## config.mk

```make
export PLATFORM = sky130hd
export DESIGN_NAME = eth_header_rx
export DESIGN_NICKNAME = d
export VERILOG_FILES = /design/src/rtl/eth_header_rx.sv
export SDC_FILE = /design/constraint.sdc
export NUM_CORES = 1
export LEC_CHECK = 0
export ABC_AREA = 1
export BUFFER_PORTS_ARGS = -buffer_cell sky130_fd_sc_hd__clkbuf_2
export CAP_MARGIN = 20
export CORE_ASPECT_RATIO = 1.5
export CORE_MARGIN = 10
export CORE_UTILIZATION = 45
export DETAILED_ROUTE_END_ITERATION = 10
export GPL_TIMING_DRIVEN = 0
export PLACE_DENSITY_LB_ADDON = 0.2
export REMOVE_ABC_BUFFERS = 1
export SYNTH_ARGS = -nofsm -noshare
export SYNTH_HDL_FRONTEND = slang
export SYNTH_SLANG_ARGS = --single-unit
export TNS_END_PERCENT = 5
```

## constraint.sdc

```tcl
create_clock -name aclk -period 1.5 [get_ports aclk]
set_input_delay 0.15 -clock aclk [delete_from_list [all_inputs] [get_ports aclk]]
set_output_delay 0.15 -clock aclk [all_outputs]
set_load 0.02 [all_outputs]
```

## src/rtl/eth_header_rx.sv

```systemverilog
// Ethernet II receive header parser: captures dest/src MAC and EtherType, filters and classifies ARP/IPv4.
// Define ETH_HEADER_RX_VLAN_EN to accept a single 802.1Q tag and expose vlan_tci.
module eth_header_rx #(
  parameter int unsigned ADDR_FILTER = 1
) (
  input  logic        aclk,
  input  logic        aresetn,
  input  logic [47:0] local_mac,
  input  logic        preamble_sfd_rx_done,
  input  logic [7:0]  data_in,
  input  logic        data_in_valid,
  input  logic        rx_abort,
  output logic [47:0] mac_d_addr,
  output logic [47:0] mac_s_addr,
  output logic [15:0] eth_type,
  output logic        eth_header_arp_rx_done,
  output logic        eth_header_ip_rx_done,
`ifdef ETH_HEADER_RX_VLAN_EN
  output logic [15:0] vlan_tci,
`endif
  output logic        eth_header_drop
);

`ifdef ETH_HEADER_RX_VLAN_EN
  typedef enum logic [2:0] {
    WAIT_START, MAC_DESTINATION_RX, MAC_SOURCE_RX, ETH_TYPE_RX, VLAN_TAG_RX
  } state_t;
`else
  typedef enum logic [2:0] {
    WAIT_START, MAC_DESTINATION_RX, MAC_SOURCE_RX, ETH_TYPE_RX
  } state_t;
`endif

  state_t      state_q, state_d;
  logic [2:0]  cnt_q, cnt_d;
  logic [47:0] dest_q, dest_d, src_q, src_d;
  logic [15:0] type_q, type_d;
  logic        match_q, match_d;
  logic        arp_q, arp_d, ip_q, ip_d, drop_q, drop_d;
  logic        take, restart;
  logic [15:0] type_full;
  logic [47:0] dest_full;
  logic        accept;
`ifdef ETH_HEADER_RX_VLAN_EN
  logic [15:0] tci_q, tci_d;
  logic        vlan_seen_q, vlan_seen_d;
  logic        is_tag;
`endif

  // Abort beats SFD, and both beat a byte presented in the same cycle.
  assign restart   = preamble_sfd_rx_done && !rx_abort;
  assign take      = data_in_valid && !rx_abort && !preamble_sfd_rx_done && (state_q != WAIT_START);
  assign type_full = {type_q[7:0], data_in};
  assign dest_full = {dest_q[39:0], data_in};
  assign accept    = (ADDR_FILTER == 0) || match_q;
`ifdef ETH_HEADER_RX_VLAN_EN
  assign is_tag    = (type_full == 16'h8100) && !vlan_seen_q;
`endif

  always_ff @(posedge aclk or negedge aresetn) begin
    if (!aresetn) begin
      state_q     <= WAIT_START;
      cnt_q       <= '0;
      dest_q      <= '0;
      src_q       <= '0;
      type_q      <= '0;
      match_q     <= 1'b0;
      arp_q       <= 1'b0;
      ip_q        <= 1'b0;
      drop_q      <= 1'b0;
`ifdef ETH_HEADER_RX_VLAN_EN
      tci_q       <= '0;
      vlan_seen_q <= 1'b0;
`endif
    end else begin
      state_q     <= state_d;
      cnt_q       <= cnt_d;
      dest_q      <= dest_d;
      src_q       <= src_d;
      type_q      <= type_d;
      match_q     <= match_d;
      arp_q       <= arp_d;
      ip_q        <= ip_d;
      drop_q      <= drop_d;
`ifdef ETH_HEADER_RX_VLAN_EN
      tci_q       <= tci_d;
      vlan_seen_q <= vlan_seen_d;
`endif
    end
  end

  always_comb begin
    state_d = state_q;
    cnt_d   = cnt_q;
    if (rx_abort) begin
      state_d = WAIT_START;
      cnt_d   = '0;
    end else if (restart) begin
      state_d = MAC_DESTINATION_RX;
      cnt_d   = '0;
    end else if (take) begin
      cnt_d = cnt_q + 3'd1;
      case (state_q)
        MAC_DESTINATION_RX: if (cnt_q == 3'd5) begin state_d = MAC_SOURCE_RX; cnt_d = '0; end
        MAC_SOURCE_RX:      if (cnt_q == 3'd5) begin state_d = ETH_TYPE_RX;   cnt_d = '0; end
        ETH_TYPE_RX: if (cnt_q == 3'd1) begin
          cnt_d   = '0;
`ifdef ETH_HEADER_RX_VLAN_EN
          state_d = is_tag ? VLAN_TAG_RX : WAIT_START;
`else
          state_d = WAIT_START;
`endif
        end
`ifdef ETH_HEADER_RX_VLAN_EN
        VLAN_TAG_RX: if (cnt_q == 3'd1) begin state_d = ETH_TYPE_RX; cnt_d = '0; end
`endif
        default: begin state_d = WAIT_START; cnt_d = '0; end
      endcase
    end
  end

  always_comb begin
    dest_d  = dest_q;
    src_d   = src_q;
    type_d  = type_q;
    match_d = match_q;
    arp_d   = 1'b0;
    ip_d    = 1'b0;
    drop_d  = 1'b0;
`ifdef ETH_HEADER_RX_VLAN_EN
    tci_d       = tci_q;
    vlan_seen_d = vlan_seen_q;
    if (restart) begin
      tci_d       = '0;
      vlan_seen_d = 1'b0;
    end
`endif
    if (take) begin
      case (state_q)
        MAC_DESTINATION_RX: begin
          dest_d = dest_full;
          if (cnt_q == 3'd5) match_d = (dest_full == local_mac) || (dest_full == '1);
        end
        MAC_SOURCE_RX: src_d = {src_q[39:0], data_in};
        ETH_TYPE_RX: begin
          type_d = type_full;
          if (cnt_q == 3'd1) begin
`ifdef ETH_HEADER_RX_VLAN_EN
            if (is_tag) begin
              vlan_seen_d = 1'b1;
            end else begin
`else
            begin
`endif
              ip_d   = accept && (type_full == 16'h0800);
              arp_d  = accept && (type_full == 16'h0806);
              drop_d = !(accept && ((type_full == 16'h0800) || (type_full == 16'h0806)));
            end
          end
        end
`ifdef ETH_HEADER_RX_VLAN_EN
        VLAN_TAG_RX: tci_d = {tci_q[7:0], data_in};
`endif
        default: ;
      endcase
    end
  end

  assign mac_d_addr             = dest_q;
  assign mac_s_addr             = src_q;
  assign eth_type               = type_q;
  assign eth_header_arp_rx_done = arp_q;
  assign eth_header_ip_rx_done  = ip_q;
  assign eth_header_drop        = drop_q;
`ifdef ETH_HEADER_RX_VLAN_EN
  assign vlan_tci               = tci_q;
`endif

endmodule

```

Yosys cells after proc, flatten, opt, wreduce, memory -nomap -nowiden
Index checks and enable logic that the tools add are counted.
{"block": "op_classes", "n_eq_ne": 12, "reduce_logical": 20, "n_mux": 22, "addsub": 1}
{"op": "$eq A48 B48 Y1", "n": 1}
{"op": "$eq A48 B48 Y1 const B", "n": 1}
{"op": "$mux W3", "n": 11}
{"op": "$eq A16 B12 Y1 const B", "n": 2}
{"op": "$ne A4 B4 Y1 const B", "n": 3}
{"op": "$mux W1", "n": 9}
{"op": "$pmux W3 S3", "n": 1}
{"op": "$logic_and A1 B1 Y1", "n": 7}
{"op": "$eq A3 B1 Y1 const B", "n": 2}
{"op": "$eq A3 B2 Y1 const B", "n": 2}
{"op": "$pmux W3 S2", "n": 1}
{"op": "$reduce_and A2 Y1", "n": 3}
{"op": "$reduce_bool A3 Y1", "n": 2}
{"op": "$reduce_and A4 Y1", "n": 1}
{"op": "$add A3 B1 Y3 const B", "n": 1}
{"op": "$eq A3 B3 Y1 const B", "n": 1}
{"op": "$logic_not A1 Y1", "n": 3}
{"op": "$reduce_and A3 Y1", "n": 1}
{"op": "$logic_or A1 B1 Y1", "n": 2}
{"op": "$reduce_or A2 Y1", "n": 1}
{"block": "word_totals", "output_inout_bits": 115, "ff_bits": 122, "wordCells": 64}

Longest topological paths before layout
Gate-level depths: netlist of run 1.
{"block": "logic_depth", "ltp_word": 7, "ltp_mapped": 9, "mapped_depth_nobuf": 9}

Least setup slack after synthesis of run 1
OpenSTA, ideal clock, no wires.
{"block": "synth_path", "path_type": "reg-to-reg", "start": "reg state_q[0]", "end": "reg src_q[29], in the netlist mac_s_addr[29]", "setup_slack_ns": -0.174, "n_path_buf": 1, "arrival_time_ns": 1.546, "path_stages_with_launch": 7, "required_ns": 1.372, "setup_ns": 0.128, "path_cell_list": "dfrtp_1 -> inv_1 -> ha_1 -> nor3_4 -> nand2_4 -> buf_2 -> mux2_1"}
{"block": "synth_between", "elab_chain_cells": 3, "elab_cells_between_ends": 4}
{"element": "from (decl)", "line": "34", "source": "state_t state_q, state_d;"}
{"element": "from (signal assigned)", "line": "76", "source": "state_q <= state_d;"}
{"element": "$reduce_bool A3 Y1", "line": "52", "source": "assign take = data_in_valid && !rx_abort && !preamble_sfd_rx_done && (state_q != WAIT_START);"}
{"element": "$logic_and A1 B1 Y1", "line": "52"}
{"element": "$reduce_and A2 Y1 (no line) (*)"}
{"element": "to (signal assigned)", "line": "79", "source": "src_q <= src_d;"}
{"element": "to (decl)", "line": "36", "source": "logic [47:0] dest_q, dest_d, src_q, src_d;"}
Every way passes the cells marked *; elsewhere a longest branch is shown, timed or not.
A chain may end at the register's enable or synchronous reset.

Worst setup path in the final report of run 1
{"block": "layout_path", "start": "reg state_q[0]", "end": "reg dest_q[17], in the netlist mac_d_addr[17]"}
{"block": "layout_between", "elab_chain_cells": 3, "elab_cells_between_ends": 4}
{"element": "$reduce_bool A3 Y1", "line": "52"}
{"element": "$logic_and A1 B1 Y1", "line": "52"}
{"element": "$reduce_and A2 Y1 (no line) (*)"}
{"element": "to (signal assigned)", "line": "78", "source": "dest_q <= dest_d;"}
{"element": "to (decl)", "line": "36"}
Marked as above.

==> results of run 1 <==
[routing by layer]
metal	routed length (um)	global-route usage (%)
met5	0	0
met4	271	6.45
met3	1270	5.79
met2	8730	33.1
met1	6260	21.9
[registers in the layout, summed over array words and instances (netlist names)]
signal	cells
mac_d_addr	48
mac_s_addr	48
eth_type	16
cnt_q	3
state_q	2
accept	1
eth_header_arp_rx_done	1
eth_header_drop	1
eth_header_ip_rx_done	1
[worst max path at each step]
stage                          end  slack [ps]  cells after the start
finish              mac_d_addr[17]        -140                      7
global placement    mac_s_addr[25]       -1490                      1
global route        mac_s_addr[10]        -200                      6
CTS                   eth_type[11]         -80                      7
floorplan           mac_d_addr[12]        -660                      5
detailed placement  mac_d_addr[17]        -760                      6
[per-stage QoR]
step                cell area (um2)  hold WS, ps  setup slack, ps  cells  util (%)
floorplan                      5410         -146             -662    568         -
global placement               6470          430            -1490    896      53.9
detailed placement             6530          127             -763    898      54.3
CTS                            7530         30.1            -75.3    954      62.7
global route                   7640         51.8             -201    957      63.6
finish                         7640         38.1             -138    957      63.6
[repair_timing]
action                                  4_1_cts  5_1_grt
buffers inserted                             13        3
hold buffers                                  1        0
endpoints found under the setup margin      117      121
resized for setup                            28       41
pin swaps                                     2        5
gates cloned                                 10        1
endpoints found under the hold margin        49        0
[cells in the final DEF, fill, tap and decap left out, drive strengths merged]
| cell type | count |
|---|---|
| ha | 6 |
| o22ai | 3 |
| nand2 | 161 |
| dlygate4sd3 | 1 |
| inv | 73 |
| buf | 20 |
| clkinvlp | 4 |
| bufinv | 2 |
| xnor2 | 38 |
| clkinv | 3 |
| nand3 | 5 |
| o211ai | 1 |
| and3 | 1 |
| o21ai | 63 |
| clkbuf | 192 |
| mux2 | 38 |
| nand4 | 7 |
| nor2 | 40 |
| dfrtp | 121 |
| nor3 | 10 |
| a21oi | 15 |
[cell type report]
cell class	count	area, um2
Clock inverter	15	168
Multi-Input combinational cell	388	2400
Sequential cell	121	3030
Timing Repair Buffer	196	1180
Tap cell	153	191
Fill cell	1010	4380
Inverter	67	251
Clock buffer	17	425
[logic make-up (layout without fill, tap and decap cells)]
| group | after synthesis | count (layout) | share of synthesized area (%) |
|---|---|---|---|
| adders and majority gates | 6 | 6 | 1.36 |
| muxes | 38 | 38 | 7.78 |
| AOI/OAI and AO/OA | 82 | 82 | 7.57 |
| and+or+nand+nor | 216 | 224 | 15.9 |
| buffers and inverters | 86 | 295 | 6.32 |
| DFF | 121 | 121 | 55.0 |
| xor gates and xnor gates | 38 | 38 | 6.05 |
[worst max-delay path, delay by kind of cell (launching register included)]
family                     cells  cell delay [ps]
muxes                          1              270
and+or+nand+nor                2              250
DFF                            1              380
adders and majority gates      1              170
buffers and inverters          3              440
[power groups by stage]
| stage | registers [mW] | logic (mW) | clock network, mW |
|---|---|---|---|
| final | 3.61 | 1.11 | 4.05 |
| after global routing | 3.64 | 1.22 | 4.26 |
| after CTS | 3.61 | 1.11 | 4.11 |
| after detailed placement | 3.67 | 1.05 | 0 |
| after global placement | 3.66 | 1.00 | 0 |
| after floorplan | 3.82 | 0.393 | 0 |
==> results.cfg, run 1 <==
[setup_path]
critical_path_class = reg2reg
r2r-start = state_q[0]
cp_slowest_cell = dfrtp_1
path_cells = inv_2, ha_4, nor3_4, buf_6, nand2_8, buf_16, mux2_2
cp-start-kind = flip-flop
r2r_cells = 7
end_kind = flip-flop
critPathLaunch = state_q[0]
critical_path_arrival_ps = 1920
r2r-end = mac_d_addr[17]
reg2reg_slack_ps = -140
max_stage_delay_ps = 380
cp.required_ps = 1780
cp_max_fo = 6

[die]
die_x_um = 110
core-area_um2 = 12000
pin_count = 176
die_h_um = 155
start_util_pct = 45.8
num_rows = 49
die-area_um2 = 17100

[timing]
rsz0062_at_grt = yes
finalHoldViolations = 0
fin_setup_tns_ps = -6000
worst_slack_ps = -138
clock.fmax_ghz = 0.610
max_slew_margin_pct = 71.6
setup_viol = 88
skew_ps = 6.02
period_needed_ps = 1640
slew_viol_final = 0
finalCritPeriodShare_pct = 109
worst_slew_pin_slew_ps = 426

[yosys]
synth.top_cell.area_share_pct = 55.0
yosysMostFrequentCell = nand2_1
ys_async_sr_fraction_pct = 100
yosys_warnings = 0
synth.distinct_cells = 22
synth.cell_area_um2 = 5500
yosys.area.top_type = dfrtp_1
synth.avg_cell_area_um2 = 9.37
synth_edf_count = 0
yosys-top-cells-area = dfrtp_1, nand2_1, xnor2_1, o21ai_0, inv_1
ys.flop_type = dfrtp_1
synthCells = 587
ys_seq_area_share_pct = 55.0
yosys-top-cells-count = nand2_1, dfrtp_1, inv_1
ys_ff_latch = 121

[power]
power_mw = 8.77
peakVddDrop_v = 0.000908
p_switching_mw = 2.45
netSwitchingFraction_pct = 27.9
p_int_mw = 6.33
combPwrFrac_pct = 12.6
p_leak_nw = 4.03
powerDensity_nw_per_um2 = 1150
p_clk_share_pct = 46.2
power_frac_seq_pct = 41.2

[drt]
vias = 4734
dr.pass1.iters = 4
detail-route-antenna-nets = 0
first_iter_violations = 150
avgViaCountPerCell = 4.95
wire_per_inst_um = 17.3
drc_errors = 0
drt-total-wl_um = 16500

[cts]
path_clk_slew_ps = 50
cts_tree = built
cts_num_sinks = 121
numCtsBuffers = 17
cts_max_level = 4
root_buffer = clkbuf_16
clk_latency_ps = 410
clock_path_buffers = 2

[hold_path]
hp-class = in2reg
hold_path_depth = 3
holdCritStartpoint = preamble_sfd_rx_done
whs_endpoint = state_q[0]

[outcome]
violations = negative setup slack
outcome = finished, violations left

[cells_and_area]
diodes = 0
area_growth_pct = 38.9
nNetsFinal = 858
layout-drive-gt1-share_pct = 35.4

[grt]
antenna_found_initial = 0
grt_pass1_wl_um = 25600
grt_pass1_vias = 4960
overflow = 0
gr-usage-all-layers_pct = 19.3
grt_max_degree = 73

[placement]
io_buffers = 175
gp_congestion = 0.849
place_hpwl_um = 11200

[flow_run]
drv_cap = 0
Note: power is estimated with default switching activity, not from simulation.
==> inputs of run 2 (changes only) <==
--- a/config.mk
+++ b/config.mk
@@ -18,4 +18,3 @@
 export SYNTH_ARGS = -nofsm -noshare
 export SYNTH_HDL_FRONTEND = slang
 export SYNTH_SLANG_ARGS = --single-unit
-export TNS_END_PERCENT = 5
==> run 2 against run 1 <==
  * The flow still finishes with violations (negative setup slack)
  * Wire length is 4.1% higher
  * Cell count increased by 0.94%
  * Fmax grew 1.1%
  * Combinational power increased by 4%
  * Clock skew increased by 2.5 ps
  * Utilization increased by 3.1 points
  * Sequential power about the same
  * Sequential share of layout area fell by 1.8 points
  * Power up 0.89%
  * Count of clock-buffer cells in the layout unchanged
  * Via count is 2.5% higher
==> results.cfg, run 2 (synthesized netlist as in run 1, its figures left out) <==
[setup_path]
cp_max_fo = 6
r2r-start = state_q[0]
r2r_cells = 7
max_stage_delay_ps = 380
path_cells = inv_2, ha_4, nor3_4, buf_6, nand2_8, buf_16, mux2_2
r2r-end = mac_d_addr[17]
critical_path_arrival_ps = 1910
critical_path_class = reg2reg
crit_family = buffers and inverters
end_kind = flip-flop
reg2reg_slack_ps = -120
cp_slowest_cell = dfrtp_1
crit_buf_inv = 3
cp-start-kind = flip-flop
cp.required_ps = 1790

[die]
die_x_um = 110
num_rows = 49
core-area_um2 = 12000
die-area_um2 = 17100
die_h_um = 155
pin_count = 176
start_util_pct = 45.8

[drt]
dr.pass1.iters = 4
avgViaCountPerCell = 5.02
drt-total-wl_um = 17200
drc_errors = 0
wire_per_inst_um = 17.8
first_iter_violations = 128
vias = 4850
detail-route-antenna-nets = 0

[grt]
gr-usage-all-layers_pct = 19.6
antenna_found_initial = 0
grt_pass1_wl_um = 26000
grt_max_degree = 73
overflow = 0
grt_pass1_vias = 5036

[placement]
io_buffers = 175
post_dp_cell_area_um2 = 6530
place_hpwl_um = 11200
place_worst_setup_slack_ps = -763
gp_congestion = 0.849
dp_cells = 898

[power]
p_clk_share_pct = 46.2
power_frac_seq_pct = 40.9
netSwitchingFraction_pct = 28.3
p_int_mw = 6.34
p_switching_mw = 2.51
p_leak_nw = 4.09
power_mw = 8.85
combPwrFrac_pct = 13.0
powerDensity_nw_per_um2 = 1100
peakVddDrop_v = 0.000909

[timing]
hold_slack_ps = 36.2
finalHoldViolations = 0
fin_setup_tns_ps = -5440
skew_ps = 8.55
period_needed_ps = 1620
worst_slack_ps = -121
setup_viol = 92
worst_slew_pin_slew_ps = 426
max_slew_margin_pct = 71.6
rsz0062_at_grt = yes
finalCritPeriodShare_pct = 108
slew_viol_final = 0
clock.fmax_ghz = 0.617

[cells_and_area]
nFillCells = 950
multi_input_area_um2 = 2630
final_cells = 966
layout_common_cells = clkbuf_2, nand2_1, dfrtp_1, inv_1, xnor2_1
final_cell_area_um2 = 8020
diodes = 0
layout-drive-gt1-share_pct = 41.7
nNetsFinal = 867
layout_commonest_cell = clkbuf_2
area_growth_pct = 45.7
regArea_um2 = 3030
fin_util_pct = 66.7

[hold_path]
holdCritStartpoint = preamble_sfd_rx_done
hp-class = in2reg
whs_endpoint = state_q[0]
hold_path_depth = 3

[cts]
path_clk_slew_ps = 50
clock_path_buffers = 2
cts_tree = built
clk_latency_ps = 410
numCtsBuffers = 17
cts_num_sinks = 121
cts_max_level = 4
root_buffer = clkbuf_16

[flow_run]
drv_cap = 0

[outcome]
violations = negative setup slack
outcome = finished, violations left
[run 2: cell type report]
| class | count | share of cell area (%) |
|---|---|---|
| Sequential cell | 121 | 37.8 |
| Multi-Input combinational cell | 389 | 32.8 |
| Timing Repair Buffer | 204 | 16.4 |
| Clock buffer | 17 | 5.31 |
| Inverter | 67 | 3.20 |
| Tap cell | 153 | 2.39 |
| Clock inverter | 15 | 2.09 |
[run 2: what timing repair did]
action | CTS | global route
endpoints found under the hold margin | 49 | 0
setup buffers | 18 | 4
pin swaps | 2 | 5
hold buffers | 1 | 0
resized for setup | 45 | 106
endpoints found under the setup margin | 117 | 121
gates cloned | 11 | 2
[run 2: tightest hold or removal path: stages]
cell and delay, ps:
clkbuf_2 90, o211ai_1 70, o21ai_0 80
[run 2: power by group through the flow]
| stage | logic (mW) | registers [mW] | clock network, mW |
|---|---|---|---|
| after floorplan | 0.393 | 3.82 | 0 |
| after global placement | 1.00 | 3.66 | 0 |
| after detailed placement | 1.05 | 3.67 | 0 |
| after CTS | 1.12 | 3.61 | 4.11 |
| after global routing | 1.26 | 3.64 | 4.28 |
| final | 1.15 | 3.62 | 4.09 |
[run 2: worst max-delay path by stage]
stage               startpoint        endpoint  slack [ps]  cells after the start
finish              state_q[0]  mac_d_addr[17]        -120                      7
global route        state_q[0]   mac_d_addr[7]        -180                      8
CTS                 state_q[0]  mac_s_addr[23]         -70                      6
detailed placement  state_q[0]  mac_d_addr[17]        -760                      6
global placement       aresetn  mac_s_addr[25]       -1490                      1
floorplan           state_q[0]  mac_d_addr[12]        -660                      5
[run 2: metal layers]
layer | track usage [%] | routed length [um] | vias up
met5 | 0 | 0 | -
met1 | 21.9 | 6360 | 2336
met4 | 6.75 | 418 | 0
met2 | 33.9 | 9170 | 168
li1 | - | - | 2311
met3 | 5.87 | 1270 | 35
